$ cat config.mk
export PLATFORM = sky130hd
export DESIGN_NAME = alu_sequencer
export DESIGN_NICKNAME = d
export VERILOG_FILES = /design/src/rtl/alu_sequencer.sv
export SDC_FILE = /design/constraint.sdc
export NUM_CORES = 1
export LEC_CHECK = 0
export ABC_AREA = 1
export BUFFER_PORTS_ARGS = -buffer_cell sky130_fd_sc_hd__buf_2
export CELL_PAD_IN_SITES_DETAIL_PLACEMENT = 2
export CELL_PAD_IN_SITES_GLOBAL_PLACEMENT = 2
export CORE_UTILIZATION = 31
export DETAILED_ROUTE_END_ITERATION = 8
export PLACE_DENSITY = 0.81
export SYNTH_ARGS = -nofsm -noshare
export SYNTH_HDL_FRONTEND = slang
export SYNTH_SLANG_ARGS = --single-unit
$ cat constraint.sdc
create_clock -name clk -period 1.6 [get_ports clk]
set_input_delay 0.24 -clock clk [delete_from_list [all_inputs] [get_ports clk]]
set_output_delay 0.24 -clock clk [all_outputs]
set_load 0.02 [all_outputs]
$ cat src/rtl/alu_sequencer.sv
// alu_sequencer: execute-stage controller sitting in front of a 4-bit ALU.
// Accepts one decoded op per handshake, reads operands from a small register
// file, drives the ALU for one cycle, then writes back the result and flags.
// Every op takes three cycles: IDLE -> EXEC -> WB.
// Optional build macro ALU_SEQ_ILLEGAL_TRAP_EN adds a sticky illegal_op output
// that halts the sequencer after an illegal function code.
module alu_sequencer #(
   parameter int NREG   = 4,
   parameter int REG_AW = 2
) (
   input  logic              clk,
   input  logic              rst_n,
   input  logic              op_valid,
   output logic              op_ready,
   input  logic [2:0]        op_sel,
   input  logic [REG_AW-1:0] op_dst,
   input  logic [REG_AW-1:0] op_src,
   input  logic [3:0]        op_imm,
   input  logic              op_use_imm,
   input  logic [1:0]        op_cin_mode,
   output logic [3:0]        alu_a,
   output logic [3:0]        alu_b,
   output logic [2:0]        alu_sel,
   output logic              alu_cin,
   input  logic [3:0]        alu_out,
   input  logic              alu_cout,
   output logic              wb_valid,
   output logic [REG_AW-1:0] wb_dst,
   output logic [3:0]        wb_data,
   output logic              carry_flag,
   output logic              zero_flag,
   input  logic [REG_AW-1:0] dbg_addr,
   output logic [3:0]        dbg_data
`ifdef ALU_SEQ_ILLEGAL_TRAP_EN
   ,
   output logic              illegal_op
`endif
);

   typedef enum logic [1:0] {
      ST_IDLE = 2'd0,
      ST_EXEC = 2'd1,
      ST_WB   = 2'd2
   } state_t;

   state_t              state_r;
   logic [3:0]          regs_r [NREG];
   logic [REG_AW-1:0]   dst_r;
   logic                legal_r;
   logic [3:0]          result_r;
   logic                cout_r;
   logic                op_ready_r;
   logic [3:0]          alu_a_r;
   logic [3:0]          alu_b_r;
   logic [2:0]          alu_sel_r;
   logic                alu_cin_r;
   logic                wb_valid_r;
   logic [REG_AW-1:0]   wb_dst_r;
   logic [3:0]          wb_data_r;
   logic                carry_flag_r;
   logic                zero_flag_r;
   logic                accept_s;
   logic                halt_s;
   logic [3:0]          b_operand_s;
   logic                cin_s;

   // Function codes 000 and 001 have no ALU meaning.
   function automatic logic sel_is_legal(input logic [2:0] sel);
      return sel[2] | sel[1];
   endfunction

   // Carry-in selection; mode 11 is reserved and behaves as a zero carry-in.
   function automatic logic cin_select(input logic [1:0] mode, input logic flag);
      logic cin;
      case (mode)
         2'b00:   cin = 1'b0;
         2'b01:   cin = 1'b1;
         2'b10:   cin = flag;
         default: cin = 1'b0;
      endcase
      return cin;
   endfunction

`ifdef ALU_SEQ_ILLEGAL_TRAP_EN
   logic illegal_op_r;
   assign illegal_op = illegal_op_r;
   assign halt_s     = illegal_op_r;
`else
   assign halt_s     = 1'b0;
`endif

   assign accept_s   = op_valid & op_ready_r;
   assign op_ready   = op_ready_r;
   assign alu_a      = alu_a_r;
   assign alu_b      = alu_b_r;
   assign alu_sel    = alu_sel_r;
   assign alu_cin    = alu_cin_r;
   assign wb_valid   = wb_valid_r;
   assign wb_dst     = wb_dst_r;
   assign wb_data    = wb_data_r;
   assign carry_flag = carry_flag_r;
   assign zero_flag  = zero_flag_r;
   assign dbg_data   = regs_r[dbg_addr];

   // Operand B and carry-in as they will be presented to the ALU in EXEC.
   always_comb begin
      b_operand_s = 4'd0;
      cin_s       = 1'b0;
      if (op_use_imm) begin
         b_operand_s = op_imm;
      end else begin
         b_operand_s = regs_r[op_src];
      end
      cin_s = cin_select(op_cin_mode, carry_flag_r);
   end

   // Sequencer FSM: op capture, ALU drive, result capture and write-back.
   always_ff @(posedge clk or negedge rst_n) begin
      if (!rst_n) begin
         state_r      <= ST_IDLE;
         for (int i = 0; i < NREG; i++) begin
            regs_r[i] <= 4'd0;
         end
         dst_r        <= '0;
         legal_r      <= 1'b0;
         result_r     <= 4'd0;
         cout_r       <= 1'b0;
         op_ready_r   <= 1'b1;
         alu_a_r      <= 4'd0;
         alu_b_r      <= 4'd0;
         alu_sel_r    <= 3'b111;
         alu_cin_r    <= 1'b0;
         wb_valid_r   <= 1'b0;
         wb_dst_r     <= '0;
         wb_data_r    <= 4'd0;
         carry_flag_r <= 1'b0;
         zero_flag_r  <= 1'b0;
`ifdef ALU_SEQ_ILLEGAL_TRAP_EN
         illegal_op_r <= 1'b0;
`endif
      end else begin
         case (state_r)
            ST_IDLE: begin
               wb_valid_r <= 1'b0;
               if (accept_s) begin
                  // Registers cannot change before EXEC, so operands are
                  // registered here and presented unchanged during EXEC.
                  dst_r      <= op_dst;
                  legal_r    <= sel_is_legal(op_sel);
                  alu_a_r    <= regs_r[op_dst];
                  alu_b_r    <= b_operand_s;
                  alu_sel_r  <= sel_is_legal(op_sel) ? op_sel : 3'b111;
                  alu_cin_r  <= cin_s;
                  op_ready_r <= 1'b0;
                  state_r    <= ST_EXEC;
               end else begin
                  op_ready_r <= ~halt_s;
                  state_r    <= ST_IDLE;
               end
            end
            ST_EXEC: begin
               result_r  <= alu_out;
               cout_r    <= alu_cout;
               alu_a_r   <= 4'd0;
               alu_b_r   <= 4'd0;
               alu_sel_r <= 3'b111;
               alu_cin_r <= 1'b0;
               if (legal_r) begin
                  wb_valid_r <= 1'b1;
                  wb_dst_r   <= dst_r;
                  wb_data_r  <= alu_out;
               end else begin
                  wb_valid_r <= 1'b0;
               end
               state_r <= ST_WB;
            end
            ST_WB: begin
               wb_valid_r <= 1'b0;
               if (legal_r) begin
                  regs_r[dst_r] <= result_r;
                  carry_flag_r  <= cout_r;
                  zero_flag_r   <= (result_r == 4'd0);
                  op_ready_r    <= 1'b1;
               end else begin
`ifdef ALU_SEQ_ILLEGAL_TRAP_EN
                  illegal_op_r  <= 1'b1;
                  op_ready_r    <= 1'b0;
`else
                  op_ready_r    <= 1'b1;
`endif
               end
               state_r <= ST_IDLE;
            end
            default: begin
               wb_valid_r <= 1'b0;
               op_ready_r <= ~halt_s;
               state_r    <= ST_IDLE;
            end
         endcase
      end
   end

endmodule

Yosys cells after proc, flatten, opt, wreduce, memory -nomap -nowiden
Cells that the tools add are included.

word-level totals
  register bits after elaboration = 48
  bits in latches = 0
  memory bits (writable) = 0
  memory bits (read-only) = 0
  bits of input ports = 24
  output and inout port bits = 26
  logic and storage cells = 72
  memories = 0

operators by class
  add/subtract/negate cells = 0
  multiply operators = 0
  divide/modulo/power cells = 0
  $lt $le $gt $ge = 5
  eq/ne operators = 5
  shifts and indexed selects = 0
  muxes and demuxes = 29
  bitwise operators = 6
  reductions and logical operators = 8

operator list
  operator            number
  $mux 4              10
  $bmux 4 s2          3
  $bwmux 16           1
  $pmux 4 s2          2
  $ge 3x3->1 const B  4
  $not 2->3           4
  $demux 4 s2         1
  $reduce_and 2->1    4
  $mux 3              2
  $pmux 1 s2          3
  $pmux 3 s2          1
  $mux 1              5
  $eq 2x1->1 const B  2
  $eq 2x2->1 const B  2
  $logic_not 4->1     1
  $pmux 2 s2          1
  $lt 3x1->1 const B  1
  $logic_not 2->1     1
  $ne 2x2->1 const B  1
  $reduce_bool 2->1   1
  $and 1x1->1         1
  $logic_and 1x1->1   1
  $or 1x1->1          1

Longest topological paths before layout
Gate-level depths: netlist of run 1.

  depth in word-level cells = 7
  gate-level depth with buffers = 8
  depth with buffers taken out = 7

Worst setup path after synthesis of run 1
Ideal clock, no wire load.

  path type = input to output
  start point = input port dbg_addr[0]
  end point = output port dbg_data[2]
  arrival time = 0.974 ns
  required time = 1.360 ns
  path slack = 0.386 ns
  stages = 4
  path buffers = 1
  path through = clkbuf_1 inv_1 o21ai_0 o22ai_1

on the way
  longest elaborated chain between the ends = 4

RTL lines
  what                                        RTL line  text
  start, declared                             32        input logic [REG_AW-1:0] dbg_addr,
  $not 2->3 (not written as such)             103       assign dbg_data = regs_r[dbg_addr];
  $bmux 4 s2                                  103
  $mux 4 (not written as such) (2 in series)  103
  end, declared                               33        output logic [3:0] dbg_data

No other way between the ends. The select of a mux whose other input is x is not followed.

Worst setup path after layout of run 1
  start point = register regs_r[4] (netlist bit)
  end point = output port dbg_data[0]

on the way
  longest elaborated chain between the ends = 3

RTL lines
  what                                        RTL line  text
  start, declared                             47        logic [3:0] regs_r [NREG];
  start signal, assigned by index             180       regs_r[dst_r] <= result_r;
  $bmux 4 s2                                  103
  $mux 4 (not written as such) (2 in series)  103

No other way between the ends. The select of a mux whose other input is x is not followed.

==> results.yml, run 1 <==
run_status:
  outcome: "finished clean"
finish:
  drive_gt1_share_pct: 20.5
  fin_nets: 376
  finish.utilization_pct: 38.7
  fin_area_mm2: 0.00281
  layout.cells.non_filler: 450
  area_growth_pct: 20.5
  fillCellCount: 872
  n_antenna_cell: 0
synth:
  synth_fa_ha_area_share_pct: 1.07
  yosys_warnings: 0
  postSynthCellCount: 296
  synth_edf_count: 0
  synth-seq-cells: 48
  yosysTopAreaCell: "dfrtp_1"
  async_reset_ff_share_pct: 100
  ys_seq_area_share_pct: 51.8
  synth-compound-area-share_pct: 11.6
  synth_ff_type: "dfrtp_1"
  synth-xor-area-share_pct: 0
  synth_area_leaders: "dfrtp_1, nand2_1, o21ai_0, inv_1, dfstp_2"
  synth_top_family_by_area: "simple AND/OR/NAND/NOR gates"
  syn_avg_cell_area_um2: 7.87
  synthesis.nets: 322
  synth_cell_type_count: 20
  synth_top_area_share_pct: 47.3
  yosys.area_share.simple_pct: 27.8
  syn-cell-area_mm2: 0.00233
  synth_mux_area_share_pct: 0
power:
  report.power.total_mw: 4.98
  power.density_mw_per_mm2: 1770
  ir_drop_mv: 0.699
  leakage_nw: 1.44
worst_setup_path:
  path_max_fanout: 4
  critPathArrivalTime_ns: 1.27
  start_kind: "register"
  slowest_delay_ns: 0.44
  critical-path-slowest-cell: "dfrtp_1"
  required_ns: 1.36
  path_cells: "o21ai_0, o22ai_1, buf_2"
  path_class: "reg2out"
  crit_path_end_kind: "primary output"
floorplanning:
  design.core.area_mm2: 0.00725
  rows: 31
  start_util_pct: 32.1
  fp.dieW_um: 88.7
  die_y_um: 88.7
  io_pins: 50
  die_area_mm2: 0.00787
clocking:
  ctsHtreeMaxLevel: 2
  numCtsBuffers: 5
  clk_pin_slew_ns: 0.08
  clk_latency_ns: 0.30
  clock_path_buffers: 2
  cts_num_sinks: 48
  root_buffer: "clkbuf_8"
  cts_hold_buffers: 1
  cts_tree: "built"
  cts_resized: 0
  postCtsSetupRepairBufs: 0
sta:
  setup_ws_ns: 0.0869
  fin_setup_tns_ns: 0
  clock.fmax_mhz: 661
  rsz0062_at_grt: "no"
  timing.hold.ws_ns: 0.182
  fin_crit_ns: 1.51
  period_share_pct: 94.6
  report.final.slew_viol_count: 0
  hold_viol: 0
  fin_skew_ns: 0.00504
  tightestPinTransition_ns: 0.374
  slew_headroom_pct: 75.1
  setup_violations: 0
grt:
  antenna_found_initial: 0
  grt_max_degree: 35
  overflow: 0
  grt_first_pass_wirelength_um: 11500
  track_usage_pct: 19.6
  grt_pass1_vias: 2332
place:
  dp_hpwl_um: 5270
  dp.cells: 441
  dpl_cell_area_mm2: 0.00271
  dp_slack_ns: 0.231
  port_buffers: 49
  gp_congestion: 0.746
drt:
  drc: 0
  drt-initial-drc-count: 80
  vias_per_cell: 4.73
  vias: 2130
  wl_um: 6900
  routedWlPerCell_um: 15.3
  ant_nets: 0
  dr.pass1.iters: 4
job:
  maxCapViolations: 0
min_path:
  hp-class: "in2reg"
[final cells by class]
class,count,area (um2),share of cell area [%]
Sequential cell,48,1210,43.0
Multi-Input combinational cell,202,943,33.6
Timing Repair Buffer,54,298,10.6
Inverter,39,146,5.21
Tap cell,99,124,4.41
Clock buffer,8,90.1,3.21
[worst max-delay path: cells and delay by family, from the launching register on]
kind	cells	cell delay [ns]
buffers and inverters	1	0.20
flip-flops	1	0.44
AO/OA/AOI/OAI	2	0.34
[logic make-up (layout without fill, tap and decap cells)]
kind of cell	Yosys count	in the layout
buffers and inverters	46	101
AO/OA/AOI/OAI	53	53
AND/OR/NAND/NOR	147	147
flip-flops	48	48
adder cells (fa/ha/maj)	2	2
[synth_stat cells (3+ instances only)]
master / n
dfrtp_1: 44
o22ai_1: 4
nand3_1: 18
o21ai_0: 42
inv_1: 36
a21oi_1: 5
nor2_1: 24
dfstp_2: 4
inv_2: 3
nand2_1: 97
nor3_4: 4
buf_2: 3
[registers in the layout, indices dropped and copies added, names as in the netlist, 2 cells and up]
| signal | flops |
|---|---|
| state_r | 2 |
| wb_dst | 2 |
| result_r | 4 |
| regs_r | 16 |
| wb_data | 4 |
| alu_sel | 3 |
| alu_b | 4 |
| alu_a | 4 |
| dst_r | 2 |
[metal layers]
layer	global-route usage [%]	vias to the layer above	wire (um)
li1	-	1040	-
met1	24.5	1045	3090
met2	35.9	39	3550
met3	3.36	6	206
met4	3.08	0	47
met5	0	-	0
[where the power goes]
part / switching [mW] / leakage [nW] / internal (mW)
clock: 0.393 / 0.0455 / 0.353
sequential: 0.576 / 0.611 / 1.77
combinational: 1.25 / 0.785 / 0.635
total: 2.22 / 1.44 / 2.76
[cells in the final DEF (no fill, tap or decap)]
| cell type | n |
|---|---|
| o21ai_1 | 2 |
| nor2_1 | 24 |
| inv_2 | 3 |
| o21ai_0 | 42 |
| nor3_4 | 4 |
| nand2_1 | 97 |
| dfrtp_1 | 44 |
| nor3_1 | 2 |
| inv_1 | 36 |
| a21oi_1 | 5 |
| ha_1 | 2 |
| clkbuf_8 | 6 |
| buf_12 | 1 |
| clkbuf_1 | 2 |
| dlygate4sd3_1 | 1 |
| nor2_4 | 1 |
| o22ai_1 | 4 |
| nand3_4 | 1 |
| dfstp_2 | 4 |
| buf_2 | 49 |
| nand3_1 | 18 |
| buf_4 | 3 |
[final timing paths]
kind	startpoint	end	slack, ns	depth (start not counted)
min in group asynchronous	rst_n	alu_a[0]$_DFFE_PN0P_	0.38	2
min	op_sel[0]	alu_sel[0]$_DFFE_PN1P_	0.18	3
max in group asynchronous	rst_n	regs_r[3]$_DFFE_PN0P_	0.72	3
min reg2reg	alu_a[1]$_DFFE_PN0P_	alu_a[1]$_DFFE_PN0P_	0.49	2
max reg2reg	state_r[1]$_DFF_PN0_	alu_a[0]$_DFFE_PN0P_	0.22	6
max	regs_r[4]$_DFFE_PN0P_	dbg_data[0]	0.09	3
(Power assumes the default switching activity.)
==> run 2: changes to the inputs <==
==> config.mk (replaced) <==
export PLATFORM = sky130hd
export DESIGN_NAME = alu_sequencer
export DESIGN_NICKNAME = d
export VERILOG_FILES = /design/src/rtl/alu_sequencer.sv
export SDC_FILE = /design/constraint.sdc
export NUM_CORES = 1
export LEC_CHECK = 0
export ABC_AREA = 1
export CELL_PAD_IN_SITES_DETAIL_PLACEMENT = 2
export CELL_PAD_IN_SITES_GLOBAL_PLACEMENT = 2
export CORE_UTILIZATION = 35
export CTS_CLUSTER_SIZE = 30
export DETAILED_ROUTE_END_ITERATION = 8
export DONT_BUFFER_PORTS = 1
export PLACE_DENSITY = 0.79
export SYNTH_ARGS = -nofsm -noshare
export SYNTH_HDL_FRONTEND = slang
export SYNTH_SLANG_ARGS = --single-unit
==> run 2 against run 1 <==
Against the previous run: clock skew down 0.00093 ns; utilization grew 1.1 points; cell count fell by 16%; cell area shrank 9.4%; clock-buffer cell count is 2 lower; critical path depth shrank 1; highest routed layer unchanged.
==> results.yml, run 2 (synthesized netlist as in run 1, its figures left out) <==
power:
  leakage_nw: 1.24
  power.density_mw_per_mm2: 1830
  report.power.total_mw: 4.65
  ir_drop_mv: 0.838
worst_setup_path:
  crit_path_end_kind: "primary output"
  r2r_slack_ns: 0.17
  path_max_fanout: 4
  start_kind: "register"
  path_class: "reg2out"
  ff2ff_path_depth: 6
  critical-path-slowest-cell: "dfrtp_1"
  reg2reg_to: "alu_a[1]$_DFFE_PN0P_"
  endpoint: "dbg_data[0]"
  startpoint: "regs_r[4]$_DFFE_PN0P_"
  slowest_delay_ns: 0.43
  required_ns: 1.36
  reg2reg_from: "state_r[1]$_DFF_PN0_"
  critPathArrivalTime_ns: 1.26
  path_cells: "o21ai_0, o22ai_1"
run_status:
  outcome: "finished clean"
finish:
  fin_area_mm2: 0.00254
  layout_commonest_cell: "nand2_1"
  layout.cells.non_filler: 380
  n_antenna_cell: 0
  drive_gt1_share_pct: 8.25
  finish.utilization_pct: 39.9
  fin_nets: 329
  regMostFlops: "regs_r"
  final_cell_mix: "nand2_1, dfrtp_1, o21ai_0"
  largest_register_ffs: 16
  area_growth_pct: 9.24
  fillCellCount: 757
place:
  gp_congestion: 0.813
  dpl_cell_area_mm2: 0.00243
  dp_hpwl_um: 5050
  dp_slack_ns: 0.148
  port_buffers: 0
  dp.cells: 371
sta:
  setup_violations: 0
  clock.fmax_mhz: 665
  slew_headroom_pct: 66.6
  setup_ws_ns: 0.0958
  period_share_pct: 94.0
  hold_viol: 0
  fin_skew_ns: 0.00411
  fin_setup_tns_ns: 0
  timing.hold.ws_ns: 0.0720
  report.final.slew_viol_count: 0
  rsz0062_at_grt: "no"
  tightestPinTransition_ns: 0.509
  fin_crit_ns: 1.50
clocking:
  clock_path_buffers: 2
  clk_latency_ns: 0.30
  numCtsBuffers: 5
  root_buffer: "clkbuf_8"
  cts_num_sinks: 48
  ctsHtreeMaxLevel: 2
  clk_pin_slew_ns: 0.08
  postCtsSetupRepairBufs: 0
  cts_tree: "built"
min_path:
  hp-class: "in2reg"
grt:
  grt_max_degree: 49
  grt_first_pass_wirelength_um: 10900
  grt_pass1_vias: 2148
  overflow: 0
  track_usage_pct: 20.1
  antenna_found_initial: 0
floorplanning:
  die_area_mm2: 0.00699
  die_y_um: 83.6
  fp.dieW_um: 83.6
  io_pins: 50
  start_util_pct: 36.5
  rows: 29
  design.core.area_mm2: 0.00639
drt:
  routedWlPerCell_um: 17.4
  vias_per_cell: 5.18
  wl_um: 6620
  dr.pass1.iters: 4
  drc: 0
  vias: 1969
  drt-initial-drc-count: 94
  ant_nets: 0
job:
  maxCapViolations: 0
## run 2: cell types whose count changed in the layout (fill, tap and decap cells not counted)
cell      change
clkbuf_8      -1
buf_12        -1
buf_2        -49
clkinv_2      +1
buf_4         +2
buf_16        +1
clkbuf_1      -1
## run 2: cell type report
cell class | count | area, um2 | area share [%]
clock buffer | 6 | 72.6 | 2.85
clock inverter | 1 | 5.00 | 0.197
inverter | 39 | 146 | 5.75
multi-input combinational | 202 | 943 | 37.1
sequential | 48 | 1210 | 47.4
tap | 77 | 96.3 | 3.79
timing repair buffer | 7 | 75.1 | 2.95
## run 2: layer usage
layer,part of all wire (%),global-route usage (%)
met5,0,0
met3,3.8,4.15
met1,46,26.3
met2,49,33.8
met4,1.1,5.55
## run 2: worst max-delay path, delay by kind of cell (launching register included)
family | cells | cell delay, ns
DFF | 1 | 0.43
AOI/OAI and AO/OA | 2 | 0.55
## run 2: power breakdown
part           internal (mW)  switching [mW]  leakage [nW]
clock network          0.298           0.392        0.0410
logic                  0.457           0.875         0.591
registers               1.77           0.860         0.611
total                   2.53            2.13          1.24
## run 2: repair_timing
| action | CTS | global route |
|---|---|---|
| endpoints found under the hold margin | 48 | 0 |
| gates resized for setup | 0 | 0 |
| hold buffers | 2 | 0 |
## run 2: worst min path at each step
stage / cells past startpoint / endpoint / from / slack [ns]
final: 2 / cout_r$_DFFE_PN0P_ / alu_cout / 0.07
after global routing: 2 / cout_r$_DFFE_PN0P_ / alu_cout / 0.08
after CTS: 2 / cout_r$_DFFE_PN0P_ / alu_cout / 0.07
after detailed placement: 0 / alu_b[1]$_DFFE_PN0P_ / rst_n / -0.05
after global placement: 0 / alu_b[1]$_DFFE_PN0P_ / rst_n / -0.05
after floorplan: 0 / alu_a[0]$_DFFE_PN0P_ / rst_n / -0.06
